File: src/rtl/ac3_pkg.sv
// Shared types and width helper for the AC3 accumulator bank.
// Saturating accumulation is selected with the AC3_SAT_EN macro.
package ac3_pkg;

    localparam int NREG = 4;

    typedef enum logic [1:0] {
        IDLE  = 2'd0,
        ACCUM = 2'd1,
        DRAIN = 2'd2
    } state_t;

    function automatic int ac3_w(input int m, input int pa,
                                 input int pw, input int mno);
        return $clog2(m) + pa + pw + $clog2(mno);
    endfunction

    localparam int W_DEF = ac3_w(16, 8, 8, 288);

endpackage

File: src/rtl/ac3_sat_add.sv
// W-bit unsigned adder with carry-out; saturates to all-ones when
// AC3_SAT_EN is defined, otherwise wraps modulo 2^W.
module ac3_sat_add #(
    parameter int W = 29
) (
    input  logic [W-1:0] a,
    input  logic [W-1:0] b,
    output logic [W-1:0] sum,
    output logic         carry
);

    logic [W:0] full;

    assign full  = {1'b0, a} + {1'b0, b};
    assign carry = full[W];

`ifdef AC3_SAT_EN
    assign sum = carry ? {W{1'b1}} : full[W-1:0];
`else
    assign sum = full[W-1:0];
`endif

endmodule

File: src/rtl/ac3_acc_bank.sv
// Four-entry accumulator bank: accumulates NACC words, then drains.
// AC3_SAT_EN selects saturating instead of wrapping accumulation.
module ac3_acc_bank
    import ac3_pkg::*;
#(
    parameter int M    = 16,
    parameter int Pa   = 8,
    parameter int Pw   = 8,
    parameter int MNO  = 288,
    parameter int NACC = 288,
    localparam int W   = ac3_w(M, Pa, Pw, MNO)
) (
    input  logic         clk,
    input  logic         rst_n,
    input  logic         start,
    input  logic         in_valid,
    output logic         in_ready,
    input  logic [W-1:0] in_data,
    input  logic [1:0]   in_sel,
    output logic         out_valid,
    input  logic         out_ready,
    output logic [W-1:0] out_data,
    output logic [1:0]   out_idx,
    output logic         busy,
    output logic         ovf
);

    localparam int CW = $clog2(MNO + 1);
    localparam logic [CW-1:0] LAST = CW'(NACC - 1);

    state_t         state;
    logic [W-1:0]   acc [NREG];
    logic [CW-1:0]  cnt;
    logic [1:0]     idx;
    logic           ovf_q;
    logic [W-1:0]   add_sum;
    logic           add_carry;
    logic           in_hs;
    logic           out_hs;

    assign in_ready  = (state == ACCUM);
    assign out_valid = (state == DRAIN);
    assign busy      = (state != IDLE);
    assign ovf       = ovf_q;
    assign out_idx   = idx;
    assign out_data  = out_valid ? acc[idx] : '0;

    assign in_hs  = in_valid && in_ready;
    assign out_hs = out_valid && out_ready;

    // One adder serves whichever accumulator in_sel targets.
    ac3_sat_add #(.W(W)) u_add (
        .a     (acc[in_sel]),
        .b     (in_data),
        .sum   (add_sum),
        .carry (add_carry)
    );

    always_ff @(posedge clk or negedge rst_n) begin
        if (!rst_n) begin
            state <= IDLE;
            cnt   <= '0;
            idx   <= '0;
            ovf_q <= 1'b0;
            for (int i = 0; i < NREG; i++) begin
                acc[i] <= '0;
            end
        end else begin
            unique case (state)
                IDLE: begin
                    if (start) begin
                        state <= ACCUM;
                        cnt   <= '0;
                        idx   <= '0;
                        ovf_q <= 1'b0;
                        for (int i = 0; i < NREG; i++) begin
                            acc[i] <= '0;
                        end
                    end
                end
                ACCUM: begin
                    if (in_hs) begin
                        acc[in_sel] <= add_sum;
                        cnt         <= cnt + 1'b1;
                        if (add_carry) begin
                            ovf_q <= 1'b1;
                        end
                        if (cnt == LAST) begin
                            state <= DRAIN;
                        end
                    end
                end
                DRAIN: begin
                    if (out_hs) begin
                        idx <= idx + 2'd1;
                        if (idx == 2'd3) begin
                            state <= IDLE;
                        end
                    end
                end
                default: state <= IDLE;
            endcase
        end
    end

endmodule

File: config.mk
export PLATFORM = sky130hd
export DESIGN_NAME = ac3_acc_bank
export DESIGN_NICKNAME = d
export VERILOG_FILES = /design/src/rtl/ac3_pkg.sv /design/src/rtl/ac3_sat_add.sv /design/src/rtl/ac3_acc_bank.sv
export SDC_FILE = /design/constraint.sdc
export NUM_CORES = 1
export LEC_CHECK = 0
export ABC_AREA = 0
export CORE_ASPECT_RATIO = 0.5
export CORE_UTILIZATION = 32
export CTS_BUF_LIST = sky130_fd_sc_hd__clkbuf_16
export CTS_CLUSTER_DIAMETER = 100
export CTS_CLUSTER_SIZE = 25
export DETAILED_ROUTE_END_ITERATION = 7
export SYNTH_ARGS = -nofsm -noshare
export SYNTH_HDL_FRONTEND = slang
export SYNTH_SLANG_ARGS = --single-unit
File: constraint.sdc
create_clock -name clk -period 3.4 [get_ports clk]
set_input_delay 0.85 -clock clk [delete_from_list [all_inputs] [get_ports clk]]
set_output_delay 0.85 -clock clk [all_outputs]
set_load 0.01 [all_outputs]
After elaboration in Yosys (flattened, before gate mapping)
Index checks and enable logic that the tools add are counted.
Word-level totals
  output and inout port bits: 35
  bits in registers: 130
  input port bits: 36
Cells by class
  bitwise logic cells: 2
  equality and inequality tests: 10
  muxes and demuxes: 29
  add/sub/neg operators: 3
  reductions and logical operators: 11
  $lt $le $gt $ge: 3
Operator list (count)
  $mux W116: 2
  $pmux W116 S2: 1
  $mux W29: 6
  $bmux W29 S2: 2
  $bwmux W116: 1
  $demux W29 S2: 1
  $add A29 B29 Y30: 1
  $mux W9: 2
  $pmux W9 S2: 1
  $mux W2: 7
  $ne A2 B1 Y1 const B: 5
  $add A9 B1 Y9 const B: 1
  $eq A9 B9 Y1 const B: 1
  $ge A3 B3 Y1 const B: 2
  $not A2 Y3: 2
  $pmux W2 S3: 1
  $reduce_and A3 Y1: 2
  $reduce_bool A2 Y1: 3
  $reduce_and A5 Y1: 1
  $eq A2 B2 Y1 const B: 2
  $pmux W2 S2: 1
  $reduce_and A4 Y1: 1
  $logic_and A1 B1 Y1: 3
  $lt A3 B1 Y1 const B: 1
  6 further kinds: 8

Depth between registers and ports, before layout
  depth in word-level cells: 8
  gate-level depth with buffers: 12
  gate-level depth less buffers: 9

Modules after synthesis
Synthesis repeated with hierarchy kept, for this count alone.
Second synthesis, totals
  cell total of the unflattened synthesis: 752
  area total of the unflattened synthesis: 8400.6 sq um
By module, submodules not included
  ac3_acc_bank: sequential area each 3253.1 sq um, area an instance 6875.3 sq um, times used 1, cells an instance 538
  ac3_sat_add: sequential area each 0.0 sq um, area an instance 1525.2 sq um, times used 1, cells an instance 214

Least setup slack after synthesis
No wires, ideal clock.
  path kind: input port to flip-flop
  from: input in_sel[0]
  to: register acc[114] in the netlist's numbering
  path slack: -555 ps
  arrival: 3822 ps
  path buffers: 2
  setup time: 133 ps
  cell stages on the path: 10
  cell sequence: clkbuf_1 -> buf_1 -> mux4_2 -> ha_1 -> a21o_1 -> o21bai_4 -> and2_1 -> or4b_1 -> mux2i_2 -> o31ai_1
On the way
  cells in the longest elaborated chain, start to end: 8
  elaborated cells between the ends (all ways): 13
  classes of those cells: add/sub (1); order compare (2); mux (8); bitwise (1); reduce/logical (1)
Ends and longest elaborated chain
  from (decl): line ac3_acc_bank.sv:19  | input logic [1:0] in_sel,
  $not A2 Y3 (not written as such) *: line ac3_acc_bank.sv:53, ac3_acc_bank.sv:83
  $bmux W29 S2, or another cell as far along: line ac3_acc_bank.sv:53  | .a (acc[in_sel]),
  $mux W29 (not written as such) / $logic_and A1 B1 Y1 (equally long branches): line ac3_acc_bank.sv:53, ac3_acc_bank.sv:83
  $mux W29, on equally long branches: line ac3_acc_bank.sv:53, ac3_acc_bank.sv:83
  $add A29 B29 Y30 / $demux W29 S2 (equally long branches): line ac3_sat_add.sv:14, ac3_acc_bank.sv:83
  $bwmux W116 *: line ac3_acc_bank.sv:83  | acc[in_sel] <= add_sum;
  $mux W116 *: line ac3_acc_bank.sv:82  | if (in_hs) begin
  $pmux W116 S2 *: line ac3_acc_bank.sv:69  | unique case (state)
  to (signal, indexed assignment): line ac3_acc_bank.sv:83
  to (decl): line ac3_acc_bank.sv:32  | logic [W-1:0] acc [NREG];
Every way passes the cells marked *; elsewhere a longest branch is shown, timed or not. The select of a mux whose other input is x is not followed.
A chain may end at the register's enable or synchronous reset.

Worst setup path in the final report
  from: input in_sel[0]
  to: register acc[109] in the netlist's numbering
The elaborated chain is that of the path after synthesis.

==> results.txt <==
The flow ran to the end, and the final reports show no timing, DRC or antenna violations. The clock tree synthesis step divided the H-tree into 4 levels. The initial standard-cell utilization of the core came out at 0.334. The measured slew at the worst slew-check pin came out at 741 ps. In this run the standard cell core region covers 25,800 um2. The setup violation total in the final timing report came out at 0. The area added between synthesis and finish is 30.8%. The tool flagged a number of max-cap violations equal to 0. Clock tree synthesis selected as its root buffer the cell clkbuf_16.

The hold violation count in the final report is 0. The number of flip-flops and latches in the synthesized netlist came out at 130. The number of placed instances, taps included, is 1,338. The share of the synthesized area in compound gates (AO/OA/AOI/OAI) is 0.170. The number of design-rule violations left by the first detailed-router iteration is 552. The initial antenna violation count is 0.

The final wirelength came out at 25,300 um. The register area share after synthesis came out at 0.379. The most instantiated library cell after synthesis is dfrtp_1. The number of different library cells in the post-synthesis netlist is 75. Dividing the final minimum period by the clock period gives 0.962. Data on the critical path arrives at its endpoint at about 3600 ps. The slowest stage of the critical path is the mux4_2 cell.

The total of warnings raised by yosys came out at 0. The fraction of post-synthesis cell area in the top cell type by area came out at 0.379. The floorplan die area came out at 27,500 um2.

The startpoint of the worst hold path is state[1]. The net count after synthesis is 931. The final cell count without fillers is around 1,400.

The max-slew violation count came out at 0. The detail route stage leaves a number of antenna-violating nets equal to 0. The maximum frequency from static timing analysis came out at a little over 0.3 GHz.

The width of the chip is 234 um. The number of vias per cell is 5.45. The startpoint identified for the worst register-to-register timing path is acc[29]. The HPWL reported at the end of detailed placement is 17,800 um. Traced cell by cell, the critical path runs through buf_6 -> mux4_2 -> ha_4 -> fa_2 -> a211oi_2 -> o21ai_2 -> a32oi_2 -> a21oi_2 -> or3_4 -> a31o_1. The detailed-route wire length per cell came out at around 18 um. Of the total synthesized cell area, the portion taken by AND, OR, NAND and NOR gates is 0.181. The maximum buffer depth of the clock tree is 2. The worst stage delay on the critical path came out at 550 ps.

The congestion estimate from routability-driven global placement came to ~0.87. The leakage dissipation is ~0.0047 uW. The worst setup path is launched from an input port. Of all cell types, the one taking the most synthesized area is dfrtp_1.

For this design, the CTS-stage hold fixing added 0 buffers. Of the total synthesized cell area, the portion taken by XOR and XNOR cells is 0.0253. The fraction of layout instances using a drive strength above 1 came out at 0.259. After synthesis, the most frequently instantiated cells are dfrtp_1 (130), nand3_1 (103), nand2_1 (80). The mapped netlist covers 8590 um2. For the worst-skew pair, the clock arrives at the later sink with an insertion delay of ~430 ps. The detailed-route DRC error count is 0. The required time at the worst-slack endpoint came out at 3710 ps. 71 I/O pins were placed. The count of buffers added on input and output ports is 70. For this run, the share of the core covered by cells in the final layout is 0.436. For this run, asynchronously set or reset flops after synthesis account for 1.00. The cell count after synthesis came out at 863.

The endpoint of the worst hold path is state[0]. The number of clock buffers inserted by TritonCTS is 17. The count of antenna diodes in the layout came out at 0. The worst setup path is captured at a flop. The synthesized area per cell is about 10 um2.

The die height is 118 um. The final clock skew came out at 11.5 ps. Of the post-synthesis cell area, the part taken by muxes is 0.158. The adder-cell share of the synthesized area came out at 0.0475. For this design the ratio of total power to cell area is just under 900 nW/um2. The residual overflow from global routing is 0.

The total routing usage reported by global routing came out at 0.191. Setup repair after global routing left no endpoint under its margin. The depth of the worst register-to-register path is 9.

The final net count is 1,083. Grouping stages by cell kind, the critical path spends the most delay in compound AO/OA/AOI/OAI gates. The critical path start-end classification is input port to flop.

By area the synthesized netlist is led by dfrtp_1 (38%), mux4_2 (15%), nand3_1 (6.0%), ha_1 (4.5%), a21oi_1 (3.7%). The via count of the routed design is 7,484. The number of synthesized flops with an enable pin came out at 0.

The floorplan has 41 rows. The global-route wire length before repair came out at 41,000 um. The remaining max-slew budget at the tightest pin came out at 0.506.

Entering global routing, the biggest net connects roughly 130 pins. The maximum vdd drop is about 440 uV. The minimum clock period is 3270 ps.

After clock tree synthesis, the clock-pin slew on the worst setup and hold paths is 60 ps. The via count of the first global-routing pass came out at 7,573. In this run the critical register-to-register path is captured at acc[109]. The register-to-register path setup slack is 380 ps. The clock net in this run drives a total of between 100 and 150 sinks. Tracing the worst setup path back leads to its startpoint at in_sel[0].

The path type of the worst min-delay path is flop to flop. The sum of buffers and inverters on the critical path is 1. In this run the worst path has a maximum fanout of 8.

The number of iterations in the first detailed-routing pass is 8. TritonCTS built the clock tree. The commonest register cell after synthesis is dfrtp_1. By area, the combinational part of the netlist is dominated by simple AND/OR/NAND/NOR gates.

The hold path depth came out at 1.
[worst max-delay path by stage]
stage                to  slack (ps)  cells past startpoint
3_5_place_dp    acc[52]        -480                     13
5_1_grt         acc[57]          20                     11
6_report       acc[109]         130                     10
2_1_floorplan   acc[22]        -280                     11
4_1_cts         acc[52]          50                     13
3_3_place_gp    acc[52]        -420                     13
[layout by cell type (no fill, tap or decap), types with 3 or more instances in the layout]
cell type,instances
clkbuf_16,18
or3_1,3
a31oi_1,11
xnor2_2,3
a21oi_1,62
o31ai_1,3
xnor2_1,12
clkdlybuf4s50_1,67
ha_2,3
bufinv_16,5
a31o_1,4
a21o_1,7
nand3_1,103
buf_4,126
clkinv_1,3
and3_1,7
xor2_1,9
dfrtp_1,129
o21a_1,10
o211ai_1,6
ha_1,27
or2_1,3
nor2b_1,3
nor3_1,10
inv_1,9
buf_12,7
mux4_2,58
o21ai_0,45
and2_1,34
o21ai_1,44
a21oi_2,6
nor2_1,31
nand2_1,79
nand4_1,12
[per-stage QoR]
| step | hold WS [ps] | setup TNS (ps) | worst slack [ps] | cell area [um2] | power (uW) |
|---|---|---|---|---|---|
| floorplan | 432 | -3750 | -276 | 8660 | 5930 |
| global placement | 451 | -23510 | -418 | 10500 | 7800 |
| detailed placement | 454 | -27430 | -481 | 10500 | 7930 |
| CTS | 461 | 0 | 48.5 | 11200 | 9980 |
| global route | 490 | 0 | 17.1 | 11200 | 10700 |
| finish | 454 | 0 | 131 | 11200 | 10000 |
[final cells by class]
| cell class | instances | area (um2) |
|---|---|---|
| fillers | 2451 | 14500 |
| multi-input cells | 653 | 5070 |
| flip-flops and latches | 130 | 3250 |
| repair buffers | 204 | 1810 |
| well taps | 344 | 430 |
| clock buffers | 17 | 425 |
| clock inverters | 15 | 213 |
| inverters | 9 | 33.8 |
[worst reg2reg max path, stage by stage (launching register included)]
cell and delay (ps):
dfrtp_1 390, mux4_2 500, ha_4 200, fa_2 400, a211oi_2 280, o21ai_2 120
a32oi_2 290, a21oi_2 110, or3_4 430, a31o_1 190
[sequential cells by signal, summed over array words and instances (netlist names)]
| name | flops |
|---|---|
| acc | 116 |
| cnt | 9 |
| out_idx | 2 |
| ovf | 1 |
| state | 2 |
[power breakdown]
group | internal [uW] | leakage (uW) | switching (uW)
clock network | 1290 | 0.000306 | 712
logic | 2700 | 0.00283 | 2530
registers | 2240 | 0.00158 | 519
total | 6240 | 0.00471 | 3760
[cells by family after synthesis]
group | Yosys count
AO/OA/AOI/OAI | 230
flip-flops | 130
adder cells (fa/ha/maj) | 32
buffers and inverters | 80
multiplexers | 62
XOR/XNOR | 24
AND/OR/NAND/NOR | 305
[what timing repair did]
item / CTS / global route
cloned: 0 / 1
resized for setup: 1 / 12
setup buffers: 0 / 1
endpoints found under the setup margin: 5 / 23
hold endpoints to repair: 0 / 0
pin swaps: 0 / 4
[per-layer routing]
| layer | track usage | share of wire | vias to the layer above |
|---|---|---|---|
| met5 | 0 | 0 | - |
| met4 | 0.0666 | 0.021 | 0 |
| met3 | 0.0283 | 0.042 | 29 |
| met2 | 0.302 | 0.48 | 202 |
| met1 | 0.266 | 0.46 | 3724 |
| li1 | - | - | 3529 |
Power figures use the tool's default switching activity.
